<file path="config.mk">
export PLATFORM = sky130hd
export DESIGN_NAME = dense_layer_ctrl_flat
export DESIGN_NICKNAME = d
export VERILOG_FILES = /design/src/rtl/dense_layer_ctrl_if.sv /design/src/rtl/dense_layer_ctrl.sv /design/src/flat_wrapper.sv
export SDC_FILE = /design/constraint.sdc
export NUM_CORES = 1
export LEC_CHECK = 0
export BUFFER_PORTS_ARGS = -buffer_cell sky130_fd_sc_hd__buf_2
export CAP_MARGIN = 20
export CORE_MARGIN = 2
export CORE_UTILIZATION = 30
export CTS_BUF_LIST = sky130_fd_sc_hd__clkbuf_4
export DETAILED_ROUTE_END_ITERATION = 7
export GPL_ROUTABILITY_DRIVEN = 0
export HOLD_SLACK_MARGIN = 0.12
export PLACE_DENSITY = 0.58
export SYNTH_ARGS = -nofsm -noshare
export SYNTH_HDL_FRONTEND = slang
export SYNTH_SLANG_ARGS = --single-unit
</file>
<file path="constraint.sdc">
create_clock -name clk -period 16.5 [get_ports clk]
set_input_delay 1.65 -clock clk [delete_from_list [all_inputs] [get_ports clk]]
set_output_delay 1.65 -clock clk [all_outputs]
set_load 0.005 [all_outputs]
</file>
<file path="src/rtl/dense_layer_ctrl_if.sv">
// Bus bundle between the dense-layer sequencer and its surroundings:
// layer request, weight/bias ROM ports, single-neuron unit, result stream.
//
// Handshake semantics: there is no ready/backpressure anywhere on this bus.
// layer_start, neu_start, neu_done, out_valid and layer_done are one-cycle
// pulses; a pulse is consumed in the cycle it is high. ROM data (w_rdata,
// b_rdata) is valid exactly one cycle after the matching read enable.
interface dense_layer_ctrl_if #(
   parameter int N          = 16,
   parameter int NUM_INPUTS = 4,
   parameter int IDX_W      = 4,
   parameter int WA_W       = 8
);
   logic                    layer_start;
   logic [NUM_INPUTS*N-1:0] in_flat;
   logic [WA_W-1:0]         w_addr;
   logic                    w_ren;
   logic [N-1:0]            w_rdata;
   logic [IDX_W-1:0]        b_addr;
   logic                    b_ren;
   logic [N-1:0]            b_rdata;
   logic                    neu_start;
   logic [NUM_INPUTS*N-1:0] neu_in_flat;
   logic [NUM_INPUTS*N-1:0] neu_w_flat;
   logic [N-1:0]            neu_bias;
   logic [N-1:0]            neu_out;
   logic                    neu_done;
   logic                    out_valid;
   logic [IDX_W-1:0]        out_idx;
   logic [N-1:0]            out_data;
   logic                    layer_done;
   logic                    busy;

   // Sequencer side
   modport master (
      input  layer_start, in_flat, w_rdata, b_rdata, neu_out, neu_done,
      output w_addr, w_ren, b_addr, b_ren, neu_start, neu_in_flat,
             neu_w_flat, neu_bias, out_valid, out_idx, out_data,
             layer_done, busy
   );

   // Environment side: ROMs, neuron unit, producer and consumer
   modport slave (
      output layer_start, in_flat, w_rdata, b_rdata, neu_out, neu_done,
      input  w_addr, w_ren, b_addr, b_ren, neu_start, neu_in_flat,
             neu_w_flat, neu_bias, out_valid, out_idx, out_data,
             layer_done, busy
   );
endinterface

</file>
<file path="src/rtl/dense_layer_ctrl.sv">
// Dense-layer sequencer: latches one activation vector, then for every
// output neuron fetches weights and bias from ROM, starts the neuron unit,
// waits for its done and emits the (optionally rectified) result.
// Optional feature macro: DENSE_CTRL_RELU_EN (ReLU on out_data).
// state_dbg exposes the FSM state for observation.
module dense_layer_ctrl #(
   parameter int N           = 16,
   parameter int Q           = 8,
   parameter int NUM_INPUTS  = 4,
   parameter int NUM_OUTPUTS = 10,
   parameter int IDX_W       = 4,
   parameter int WA_W        = 8
) (
   input  logic                 clk,
   input  logic                 reset,
   dense_layer_ctrl_if.master   bus,
   output logic [1:0]           state_dbg
);

   typedef enum logic [1:0] {S_IDLE, S_FETCH, S_ISSUE, S_WAIT} state_t;

   localparam int               CNT_W  = $clog2(NUM_INPUTS + 1);
   localparam logic [CNT_W-1:0] K_LAST = CNT_W'(NUM_INPUTS);
   localparam logic [IDX_W-1:0] N_LAST = IDX_W'(NUM_OUTPUTS - 1);
   localparam logic [WA_W-1:0]  NI_W   = WA_W'(NUM_INPUTS);

   state_t                  state, state_nx;
   logic [IDX_W-1:0]        neuron;
   logic [CNT_W-1:0]        fcnt;
   logic [NUM_INPUTS*N-1:0] in_r;
   logic [NUM_INPUTS*N-1:0] w_r;
   logic [N-1:0]            bias_r;
   logic                    out_valid_r;
   logic [IDX_W-1:0]        out_idx_r;
   logic [N-1:0]            out_data_r;
   logic                    layer_done_r;

   logic                    w_ren_c;
   logic [WA_W-1:0]         w_addr_c;
   logic                    b_ren_c;
   logic [IDX_W-1:0]        b_addr_c;
   logic                    neu_start_c;

   logic start_ok;
   logic done_ok;
   logic last_neuron;

   // A start is only accepted while fully idle (busy also covers the
   // layer_done cycle, so a start in that cycle is dropped too).
   assign start_ok    = (state == S_IDLE) && bus.layer_start && !layer_done_r;
   assign done_ok     = (state == S_WAIT) && bus.neu_done;
   assign last_neuron = (neuron == N_LAST);

   // Output activation applied on the way into the out_data register.
   function automatic logic [N-1:0] act_fn(input logic [N-1:0] x);
`ifdef DENSE_CTRL_RELU_EN
      act_fn = x[N-1] ? '0 : x;
`else
      act_fn = x;
`endif
   endfunction

   // State register
   always_ff @(posedge clk or posedge reset) begin
      if (reset) state <= S_IDLE;
      else       state <= state_nx;
   end

   // Next-state logic
   always_comb begin
      state_nx = state;
      case (state)
         S_IDLE:  if (start_ok) state_nx = S_FETCH;
         S_FETCH: if (fcnt == K_LAST) state_nx = S_ISSUE;
         S_ISSUE: state_nx = S_WAIT;
         S_WAIT:  if (bus.neu_done) state_nx = last_neuron ? S_IDLE : S_FETCH;
         default: state_nx = S_IDLE;
      endcase
   end

   // Moore outputs: ROM reads during FETCH, neuron start during ISSUE
   always_comb begin
      w_ren_c     = 1'b0;
      w_addr_c    = '0;
      b_ren_c     = 1'b0;
      b_addr_c    = '0;
      neu_start_c = 1'b0;
      case (state)
         S_FETCH: begin
            if (fcnt != K_LAST) begin
               w_ren_c  = 1'b1;
               w_addr_c = WA_W'(neuron) * NI_W + WA_W'(fcnt);
            end
            if (fcnt == '0) begin
               b_ren_c  = 1'b1;
               b_addr_c = neuron;
            end
         end
         S_ISSUE: neu_start_c = 1'b1;
         default: ;
      endcase
   end

   // Datapath: activation latch, ROM capture one cycle after each read,
   // neuron counter and the registered result pulse.
   always_ff @(posedge clk or posedge reset) begin
      if (reset) begin
         neuron       <= '0;
         fcnt         <= '0;
         in_r         <= '0;
         w_r          <= '0;
         bias_r       <= '0;
         out_valid_r  <= 1'b0;
         out_idx_r    <= '0;
         out_data_r   <= '0;
         layer_done_r <= 1'b0;
      end else begin
         out_valid_r  <= 1'b0;
         layer_done_r <= 1'b0;
         if (start_ok) begin
            in_r   <= bus.in_flat;
            neuron <= '0;
            fcnt   <= '0;
         end
         if (state == S_FETCH) begin
            for (int k = 0; k < NUM_INPUTS; k++) begin
               if (fcnt == CNT_W'(k + 1)) w_r[k*N +: N] <= bus.w_rdata;
            end
            if (fcnt == CNT_W'(1)) bias_r <= bus.b_rdata;
            fcnt <= (fcnt == K_LAST) ? '0 : fcnt + CNT_W'(1);
         end
         if (done_ok) begin
            out_valid_r  <= 1'b1;
            out_idx_r    <= neuron;
            out_data_r   <= act_fn(bus.neu_out);
            layer_done_r <= last_neuron;
            if (!last_neuron) neuron <= neuron + IDX_W'(1);
         end
      end
   end

   assign bus.w_ren       = w_ren_c;
   assign bus.w_addr      = w_addr_c;
   assign bus.b_ren       = b_ren_c;
   assign bus.b_addr      = b_addr_c;
   assign bus.neu_start   = neu_start_c;
   assign bus.neu_in_flat = in_r;
   assign bus.neu_w_flat  = w_r;
   assign bus.neu_bias    = bias_r;
   assign bus.out_valid   = out_valid_r;
   assign bus.out_idx     = out_idx_r;
   assign bus.out_data    = out_data_r;
   assign bus.layer_done  = layer_done_r;
   assign bus.busy        = (state != S_IDLE) || layer_done_r;
   assign state_dbg       = state;

endmodule

</file>
<file path="src/flat_wrapper.sv">
// flat-port wrapper written by rule: the top's interface ports become plain ports
module dense_layer_ctrl_flat 
#(
   parameter int N           = 16,
   parameter int Q           = 8,
   parameter int NUM_INPUTS  = 4,
   parameter int NUM_OUTPUTS = 10,
   parameter int IDX_W       = 4,
   parameter int WA_W        = 8
)
  (clk, reset, state_dbg, bus_layer_start, bus_in_flat, bus_w_rdata, bus_b_rdata, bus_neu_out, bus_neu_done, bus_w_addr, bus_w_ren, bus_b_addr, bus_b_ren, bus_neu_start, bus_neu_in_flat, bus_neu_w_flat, bus_neu_bias, bus_out_valid, bus_out_idx, bus_out_data, bus_layer_done, bus_busy);
  dense_layer_ctrl_if #(.N(N), .NUM_INPUTS(NUM_INPUTS), .IDX_W(IDX_W), .WA_W(WA_W)) bus_i ();
  input  logic clk;
  input  logic reset;
  output logic [1:0] state_dbg;
  input wire logic [$bits(bus_i.layer_start)-1:0] bus_layer_start;
  input wire logic [$bits(bus_i.in_flat)-1:0] bus_in_flat;
  input wire logic [$bits(bus_i.w_rdata)-1:0] bus_w_rdata;
  input wire logic [$bits(bus_i.b_rdata)-1:0] bus_b_rdata;
  input wire logic [$bits(bus_i.neu_out)-1:0] bus_neu_out;
  input wire logic [$bits(bus_i.neu_done)-1:0] bus_neu_done;
  output wire logic [$bits(bus_i.w_addr)-1:0] bus_w_addr;
  output wire logic [$bits(bus_i.w_ren)-1:0] bus_w_ren;
  output wire logic [$bits(bus_i.b_addr)-1:0] bus_b_addr;
  output wire logic [$bits(bus_i.b_ren)-1:0] bus_b_ren;
  output wire logic [$bits(bus_i.neu_start)-1:0] bus_neu_start;
  output wire logic [$bits(bus_i.neu_in_flat)-1:0] bus_neu_in_flat;
  output wire logic [$bits(bus_i.neu_w_flat)-1:0] bus_neu_w_flat;
  output wire logic [$bits(bus_i.neu_bias)-1:0] bus_neu_bias;
  output wire logic [$bits(bus_i.out_valid)-1:0] bus_out_valid;
  output wire logic [$bits(bus_i.out_idx)-1:0] bus_out_idx;
  output wire logic [$bits(bus_i.out_data)-1:0] bus_out_data;
  output wire logic [$bits(bus_i.layer_done)-1:0] bus_layer_done;
  output wire logic [$bits(bus_i.busy)-1:0] bus_busy;
  assign bus_i.layer_start = bus_layer_start;
  assign bus_i.in_flat = bus_in_flat;
  assign bus_i.w_rdata = bus_w_rdata;
  assign bus_i.b_rdata = bus_b_rdata;
  assign bus_i.neu_out = bus_neu_out;
  assign bus_i.neu_done = bus_neu_done;
  assign bus_w_addr = bus_i.w_addr;
  assign bus_w_ren = bus_i.w_ren;
  assign bus_b_addr = bus_i.b_addr;
  assign bus_b_ren = bus_i.b_ren;
  assign bus_neu_start = bus_i.neu_start;
  assign bus_neu_in_flat = bus_i.neu_in_flat;
  assign bus_neu_w_flat = bus_i.neu_w_flat;
  assign bus_neu_bias = bus_i.neu_bias;
  assign bus_out_valid = bus_i.out_valid;
  assign bus_out_idx = bus_i.out_idx;
  assign bus_out_data = bus_i.out_data;
  assign bus_layer_done = bus_i.layer_done;
  assign bus_busy = bus_i.busy;
  dense_layer_ctrl #(.N(N), .Q(Q), .NUM_INPUTS(NUM_INPUTS), .NUM_OUTPUTS(NUM_OUTPUTS), .IDX_W(IDX_W), .WA_W(WA_W)) u_core (.clk(clk), .reset(reset), .bus(bus_i), .state_dbg(state_dbg));
endmodule
</file>
=== After elaboration in Yosys (flattened, before gate mapping) ===
Cells that the tools add are included.
Widths: inputs -> output; s select.

* Bits in registers: 175
* Logic and storage cells: 64
* Output and inout port bits: 184
* Bits of input ports: 116

* Add/sub/neg operators: 3
* Reductions and logical operators: 14
* Equal/unequal tests: 12
* Muxes and demuxes: 22

{| class="wikitable"
|+ Operators by type and width
! kind !! number
|-
| $mux 4 || 5
|-
| $mux 8 || 2
|-
| $mux 3 || 3
|-
| $mux 1 || 8
|-
| $pmux 2 s4 || 1
|-
| $reduce_and 2->1 || 4
|-
| $add 6x3->7 || 1
|-
| $eq 3x2->1 const B || 2
|-
| $mux 2 || 3
|-
| $add 4x1->4 const B || 1
|-
| $eq 2x2->1 const B || 2
|-
| $eq 4x4->1 const B || 1
|-
| $ne 2x1->1 const B || 2
|-
| $reduce_bool 2->1 || 2
|-
| $add 3x1->3 const B || 1
|-
| $eq 3x1->1 const B || 1
|-
| $eq 3x3->1 const B || 1
|-
| $logic_and 1x1->1 || 3
|-
| $logic_not 3->1 || 1
|-
| $ne 3x3->1 const B || 1
|-
| $reduce_and 3->1 || 1
|-
| $eq 2x1->1 const B || 1
|-
| $logic_not 2->1 || 1
|-
| $ne 2x2->1 const B || 1
|-
| other kinds (2) || 2
|}

=== Longest topological paths before layout ===
Gate-level depths: netlist of the first run.

* Depth in word-level cells: 6
* Gate-level depth with buffers: 7
* Mapped depth without buffers: 7

=== Least setup slack after synthesis of the first run ===
No wires, ideal clock.

* Path type: reg-to-output
* Start: register u_core.fcnt[0]
* End: output port bus_w_addr[2]
* Arrival: 1.160 ns
* Cell stages (with the launch flop): 7
* Buffers on the path: 0
* Setup slack: 13.690 ns
* Required time: 14.850 ns
* Cells stage by stage: dfrtp_1 -> inv_1 -> ha_1 -> nand2_1 -> nand2_2 -> inv_2 -> and2_1

* Cells in the longest elaborated chain, start to end: 3
* Elaborated cells on any way between the ends: 4
* Classes of those cells: 1 x add/sub; 1 x eq/ne; 2 x mux

{| class="wikitable"
|+ Ends and longest elaborated chain
! element !! RTL line !! text
|-
| from (decl) || dense_layer_ctrl.sv:29 || <nowiki>logic [CNT_W-1:0] fcnt;</nowiki>
|-
| from (signal assigned) || dense_layer_ctrl.sv:130 || <nowiki>fcnt <= (fcnt == K_LAST) ? '0 : fcnt + CNT_W'(1);</nowiki>
|-
| $add 6x3->7 / $ne 3x3->1 (equally long branches) || dense_layer_ctrl.sv:92, dense_layer_ctrl.sv:90 ||
|-
| $mux 8 (*) || dense_layer_ctrl.sv:90 || <nowiki>if (fcnt != K_LAST) begin</nowiki>
|-
| $mux 8 (*) || dense_layer_ctrl.sv:88 || <nowiki>case (state)</nowiki>
|-
| to (decl) || flat_wrapper.sv:22 || <nowiki>output wire logic [$bits(bus_i.w_addr)-1:0] bus_w_addr;</nowiki>
|}

Mark *: on every way between the ends. The rest lies on a longest branch, timed or not.

=== Final worst setup path of the first run ===
* Start: register u_core.state[1] (netlist: u_core.state_dbg[1])
* End: output port bus_w_addr[3]

* Cells in the longest elaborated chain, start to end: 2

{| class="wikitable"
|+ Ends and longest elaborated chain
! element !! RTL line !! text
|-
| from (decl) || dense_layer_ctrl.sv:27 || <nowiki>state_t state, state_nx;</nowiki>
|-
| from (signal assigned) || dense_layer_ctrl.sv:66 || <nowiki>else state <= state_nx;</nowiki>
|-
| $eq 2x1->1 || dense_layer_ctrl.sv:88 ||
|-
| $mux 8 || dense_layer_ctrl.sv:88 ||
|}

Every way passes these cells.

==> flow_summary.toml, run 1 <==
[outcome]
status = "completed"

[detailed_routing]
drcViolationCount = 0
route.detailed.wl_per_inst_um = 15.2
ant_nets = 0
vias = 4739
finalWirelength_um = 16800
drt-vias-per-instance = 4.27
firstDrtPassIters = 4
drtIter0Drc = 196

[synth]
synthCells = 479
netlist_area_sq_um = 7100
yosysSeqAreaShare_pct = 61.7
synth_area_per_cell_sq_um = 14.8
synthFlopType = "dfrtp_1"
ys_types = 39
async_flop_share_pct = 100
ys.warnings.count = 0
synth_edf_count = 0
syn-num-nets = 609
ys_seq_elements = 175

[global_routing]
antenna_found_initial = 2
grt_pass1_vias = 4741
overflow = 0
grt_max_degree = 70
grt_pass1_wl_um = 25400
grt_usage_pct = 13.3

[timing]
rsz0062_at_grt = "false"
worst_pin_slew_ns = 0.992
slew_headroom_pct = 33.9
post-route-period-util_pct = 22.7
finalHoldViolCount = 0
maxSlewViolCount = 0
whs_ns = 0.495
tns_ns = 0
period_needed_ns = 3.74
max_freq_mhz = 268
setup_violations = 0
fin_worst_skew_ns = 0.0207

[floorplan]
start_util_pct = 30.4
die_h_um = 158
die_area_sq_um = 24900
row_count = 56
die_width_um = 158
fp.coreArea_sq_um = 23300
io_pins = 300

[power]
irDropWorstVdd_mv = 0.0928
p_leak_nw = 4.77
power.density_nw_per_um2 = 183

[placed_design]
portBuffers = 298
dp_hpwl_um = 11900

[critical_path]
cp-start-kind = "flop"
path_class = "reg -> out"
cp.arrival_ns = 2.09
required_ns = 14.85
cp_max_fo = 8
end_kind = "output port"
critPathSlowestCell = "dfrtp_1"
crit_path_cell_trace = "inv_1, ha_1, nand2_2, inv_2, and2_1, buf_2"
slowest_delay_ns = 0.47

[flow_run]
max_cap_viol_count = 0

[clocking]
htree_levels = 4
cts_made_buffers = 17
clk_pin_slew_ns = 0.16
tritoncts = "built"
cts_resized = 0
clk_latency_ns = 0.54
cts_sinks = 175
hold_buffers = 0
root_buffer = "clkbuf_4"
cts_max_path_buffers = 2
post_cts_buffers = 0

[layout]
fin_nets = 908
area_growth_pct = 28.9
seq_area_sq_um = 4380
drive_gt1_share_pct = 61.6
fillers = 2287
multi_input_area_sq_um = 2560

[hold_path]
hp-class = "reg -> reg"
[final timing paths]
path,startpoint,to,slack [ns],depth (start not counted)
max,u_core.state_dbg[1]$_DFFE_PP0P_,bus_w_addr[3],12.76,6
min,u_core.bus.out_data[13]$_DFFE_PP0P_,u_core.bus.out_data[13]$_DFFE_PP0P_,0.50,2
max in group asynchronous,reset,u_core.bus.neu_in_flat[57]$_DFFE_PP0P_,14.10,3
max reg2reg,u_core.state_dbg[0]$_DFFE_PP0P_,u_core.fcnt[0]$_DFFE_PP0P_,13.89,5
min in group asynchronous,reset,u_core.bus.neu_w_flat[22]$_DFFE_PP0P_,1.17,2
min reg2reg,u_core.bus.out_data[13]$_DFFE_PP0P_,u_core.bus.out_data[13]$_DFFE_PP0P_,0.50,2
[synthesized netlist by cell type (2+ instances only)]
| library cell | count | share of area, % |
|---|---|---|
| dfrtp_1 | 175 | 62 |
| mux2_2 | 106 | 17 |
| nand3_1 | 5 | 0.35 |
| buf_6 | 5 | 0.79 |
| buf_4 | 2 | 0.21 |
| a21oi_1 | 2 | 0.14 |
| ha_1 | 14 | 2.5 |
| and2_1 | 3 | 0.26 |
| clkbuf_1 | 4 | 0.21 |
| inv_1 | 9 | 0.48 |
| nand2_1 | 64 | 3.4 |
| nand2_4 | 2 | 0.32 |
| buf_2 | 9 | 0.63 |
| o21ai_0 | 3 | 0.21 |
| a221oi_1 | 2 | 0.25 |
| nand2b_1 | 2 | 0.18 |
| nor2_1 | 7 | 0.37 |
| mux2_4 | 40 | 8.5 |
| and3_1 | 4 | 0.35 |
| mux2i_1 | 2 | 0.28 |
[per-layer routing]
metal / up-vias / global-route usage, % / wire length, um
met5: - / 0 / 0
met3: 10 / 5.12 / 1120
met4: 0 / 3.33 / 169
met1: 2332 / 16.6 / 7450
li1: 2232 / - / -
met2: 165 / 21.6 / 8090
[registers in the layout, indices dropped and copies added, names as in the netlist]
signal,cells
u_core.bus.layer_done,1
u_core.bus.neu_bias,16
u_core.bus.neu_in_flat,64
u_core.bus.neu_w_flat,64
u_core.bus.out_data,16
u_core.bus.out_idx,4
u_core.bus.out_valid,1
u_core.fcnt,3
u_core.neuron,4
u_core.state_dbg,2
[per-stage QoR]
stage	total power, W	cells	cell area (sq um)	setup slack [ns]	util, %
final	0.00168	1110	9150	12.76	39.2
after global routing	0.00181	1109	9150	12.56	39.2
after CTS	0.00171	1108	9150	12.67	39.2
after detailed placement	0.00147	1078	8890	12.95	38.1
after global placement	0.00145	1078	8890	12.97	38.1
after floorplan	0.00115	479	7100	10.10	-
[cell usage in the layout (no fill, tap or decap), types with 2 or more instances in the layout]
cell type	instances
a21oi_1	2
a221oi_1	2
and2_1	3
and3_1	4
buf_2	298
buf_4	2
clkbuf_4	17
clkinv_4	2
clkinvlp_4	3
dfrtp_1	175
diode_2	2
ha_1	14
inv_1	8
inv_6	6
mux2_2	106
mux2_4	40
mux2i_1	2
nand2_1	64
nand2_4	2
nand2b_1	2
nand3_1	5
nor2_1	7
o21ai_0	3
[layout make-up]
cell class / instances / area share, %
sequential: 175 / 47.9
multi-input combinational: 274 / 28.0
timing repair buffer: 300 / 16.5
tap: 319 / 4.36
clock inverter: 13 / 1.42
clock buffer: 17 / 1.39
inverter: 10 / 0.465
antenna: 2 / 0.0547
[kinds of logic (layout without fill, tap and decap cells)]
logic type / Yosys count / in the layout / synth area share (%)
buffers and inverters: 30 / 340 / 2.38
and+or+nand+nor: 96 / 96 / 6.22
AOI/OAI and AO/OA: 13 / 13 / 1.39
DFF: 175 / 175 / 61.7
other: 1 / 3 / 0.0528
xor gates and xnor gates: 2 / 2 / 0.247
muxes: 148 / 148 / 25.6
adders and majority gates: 14 / 14 / 2.47
[where the power goes]
| part | leakage (nW) | internal (W) | switching, W |
|---|---|---|---|
| clock network | 0.134 | 0.0000769 | 0.000159 |
| registers | 2.09 | 0.000640 | 0.000114 |
| logic | 2.55 | 0.000402 | 0.000287 |
| total | 4.77 | 0.00112 | 0.000559 |
[critical path: cells and delay by family (launching register included)]
| family | cells | cell delay [ns] |
|---|---|---|
| adder cells (fa/ha/maj) | 1 | 0.34 |
| buffers and inverters | 3 | 0.43 |
| flip-flops | 1 | 0.47 |
| AND/OR/NAND/NOR | 2 | 0.34 |
No activity file was read; power rests on OpenSTA's default activity.
==> run 2, diff against run 1 <==
clock period = 3.8 ns   (was 16.5 ns; I/O delays follow)
==> flow_summary.toml, run 2 (synthesis results as in run 1) <==
[floorplan]
start_util_pct = 30.4
fp.coreArea_sq_um = 23300
io_pins = 300
die_h_um = 158
die_width_um = 158
row_count = 56
die_area_sq_um = 24900

[power]
power.density_nw_per_um2 = 719
clkPwrFrac_pct = 14.3
seqPwrFrac_pct = 44.0
p_leak_nw = 5.27
p_switching_w = 0.00253
power.total_w = 0.00744
irDropWorstVdd_mv = 0.292
internal_power_w = 0.00490
p_sw_share_pct = 34.1
combPwrFrac_pct = 41.8

[detailed_routing]
drt-vias-per-instance = 4.26
firstDrtPassIters = 5
vias = 5225
drcViolationCount = 0
finalWirelength_um = 18000
route.detailed.wl_per_inst_um = 14.7
drtIter0Drc = 225
ant_nets = 0

[flow_run]
max_cap_viol_count = 0

[clocking]
post_cts_buffers = 0
clk_latency_ns = 0.57
clk_pin_slew_ns = 0.17
htree_levels = 4
cts_made_buffers = 17
root_buffer = "clkbuf_4"
cts_sinks = 175
cts_max_path_buffers = 2
tritoncts = "built"

[hold_path]
hp-start = "bus_neu_done"
whs_endpoint = "u_core.neuron[2]$_DFF_PP0_"
whs_path_depth = 4
hp-class = "in -> reg"

[critical_path]
critPathSlowestCell = "dfrtp_1"
slowest_delay_ns = 0.48
required_ns = 3.42
end_kind = "output port"
path_class = "reg -> out"
cp.arrival_ns = 2.08
cp_max_fo = 8
rr_worst_depth = 5
crit_family = "flip-flops"
critPathBufInv = 3
r2r-start = "u_core.state_dbg[1]$_DFFE_PP0P_"
cp-start-kind = "flop"
rrSetupSlack_ns = 1.53
r2r_end = "u_core.bus.neu_in_flat[52]$_DFFE_PP0P_"
crit_path_cell_trace = "inv_1, ha_1, nand2_2, inv_2, and2_1, buf_2"

[layout]
seq_area_sq_um = 4380
mostFrequentLayoutCell = "buf_2"
fin_cells = 1226
fin_nets = 1023
fillers = 2140
final_cell_mix = "buf_2 (298), dfrtp_1 (175), dlygate4sd3_1 (113), mux2_2 (106), nand2_1 (64)"
area_growth_pct = 45.6
drive_gt1_share_pct = 54.1
multi_input_area_sq_um = 2560

[placed_design]
dp_slack_ns = 1.50
dp_hpwl_um = 11800
dp_cells = 1080
portBuffers = 298

[timing]
period_needed_ns = 2.46
rsz0062_at_grt = "false"
fin_worst_skew_ns = 0.0322
fin_ws_ns = 1.34
finalHoldViolCount = 0
maxSlewViolCount = 0
tns_ns = 0
post-route-period-util_pct = 64.8
max_freq_mhz = 406
setup_violations = 0
worst_pin_slew_ns = 0.838
slew_headroom_pct = 44.0

[global_routing]
grt_max_degree = 86
grt_pass1_wl_um = 27700
grt_pass1_vias = 5285
antenna_found_initial = 1
grt_usage_pct = 14.1
overflow = 0

[outcome]
status = "completed"
## run 2: worst max-delay path by stage
| stage | to | depth (start not counted) | from | slack, ns |
|---|---|---|---|---|
| 2_1_floorplan | u_core.bus.layer_done$_DFF_PP0_ | 1 | reset | 1.18 |
| 3_3_place_gp | u_core.bus.neu_in_flat[26]$_DFFE_PP0P_ | 5 | u_core.state_dbg[0]$_DFFE_PP0P_ | 1.59 |
| 3_5_place_dp | u_core.bus.neu_in_flat[52]$_DFFE_PP0P_ | 5 | u_core.state_dbg[0]$_DFFE_PP0P_ | 1.50 |
| 4_1_cts | bus_w_addr[2] | 6 | u_core.state_dbg[1]$_DFFE_PP0P_ | 1.23 |
| 5_1_grt | bus_w_addr[2] | 6 | u_core.state_dbg[1]$_DFFE_PP0P_ | 1.06 |
| 6_report | bus_w_addr[2] | 6 | u_core.state_dbg[1]$_DFFE_PP0P_ | 1.34 |
## run 2: metal layers
metal  track usage (%)  wire, um
met5                 0         0
met4              5.19       280
met3              3.94      1140
met2              23.2      8820
met1              17.8      7750
## run 2: worst reg2reg max path, cell delays in order (launching register included)
cell,delay (ns)
dfrtp_1,0.48
inv_1,0.11
ha_1,0.29
nand3b_4,0.20
buf_4,0.62
mux2_2,0.48
## run 2: timing repair
item                      CTS  global route
hold endpoints to repair  181             0
gates resized for setup     0             0
hold buffers              113             0
## run 2: final cells by class
type / instances / share of cell area (%)
Clock inverter: 14 / 1.40
Tap cell: 319 / 3.86
Clock buffer: 18 / 1.31
Sequential cell: 175 / 42.4
Antenna cell: 1 / 0.0242
Multi-Input combinational cell: 274 / 24.8
Inverter: 10 / 0.399
Timing Repair Buffer: 415 / 25.9
## run 2: power groups by stage
| stage | combinational, W | sequential, W | clock, W |
|---|---|---|---|
| after floorplan | 0.00164 | 0.00336 | 0 |
| after global placement | 0.00302 | 0.00328 | 0 |
| after detailed placement | 0.00307 | 0.00330 | 0 |
| after CTS | 0.00316 | 0.00327 | 0.00112 |
| after global routing | 0.00342 | 0.00340 | 0.00120 |
| final | 0.00311 | 0.00327 | 0.00106 |
## run 2: per-stage QoR
step	hold slack (ns)	util, %	cell area [sq um]
after global routing	0.166	44.3	10300
final	0.184	44.3	10300
after floorplan	0.470	-	7100
after CTS	0.131	44.3	10300
after detailed placement	0.461	38.3	8930
after global placement	0.455	38.3	8930
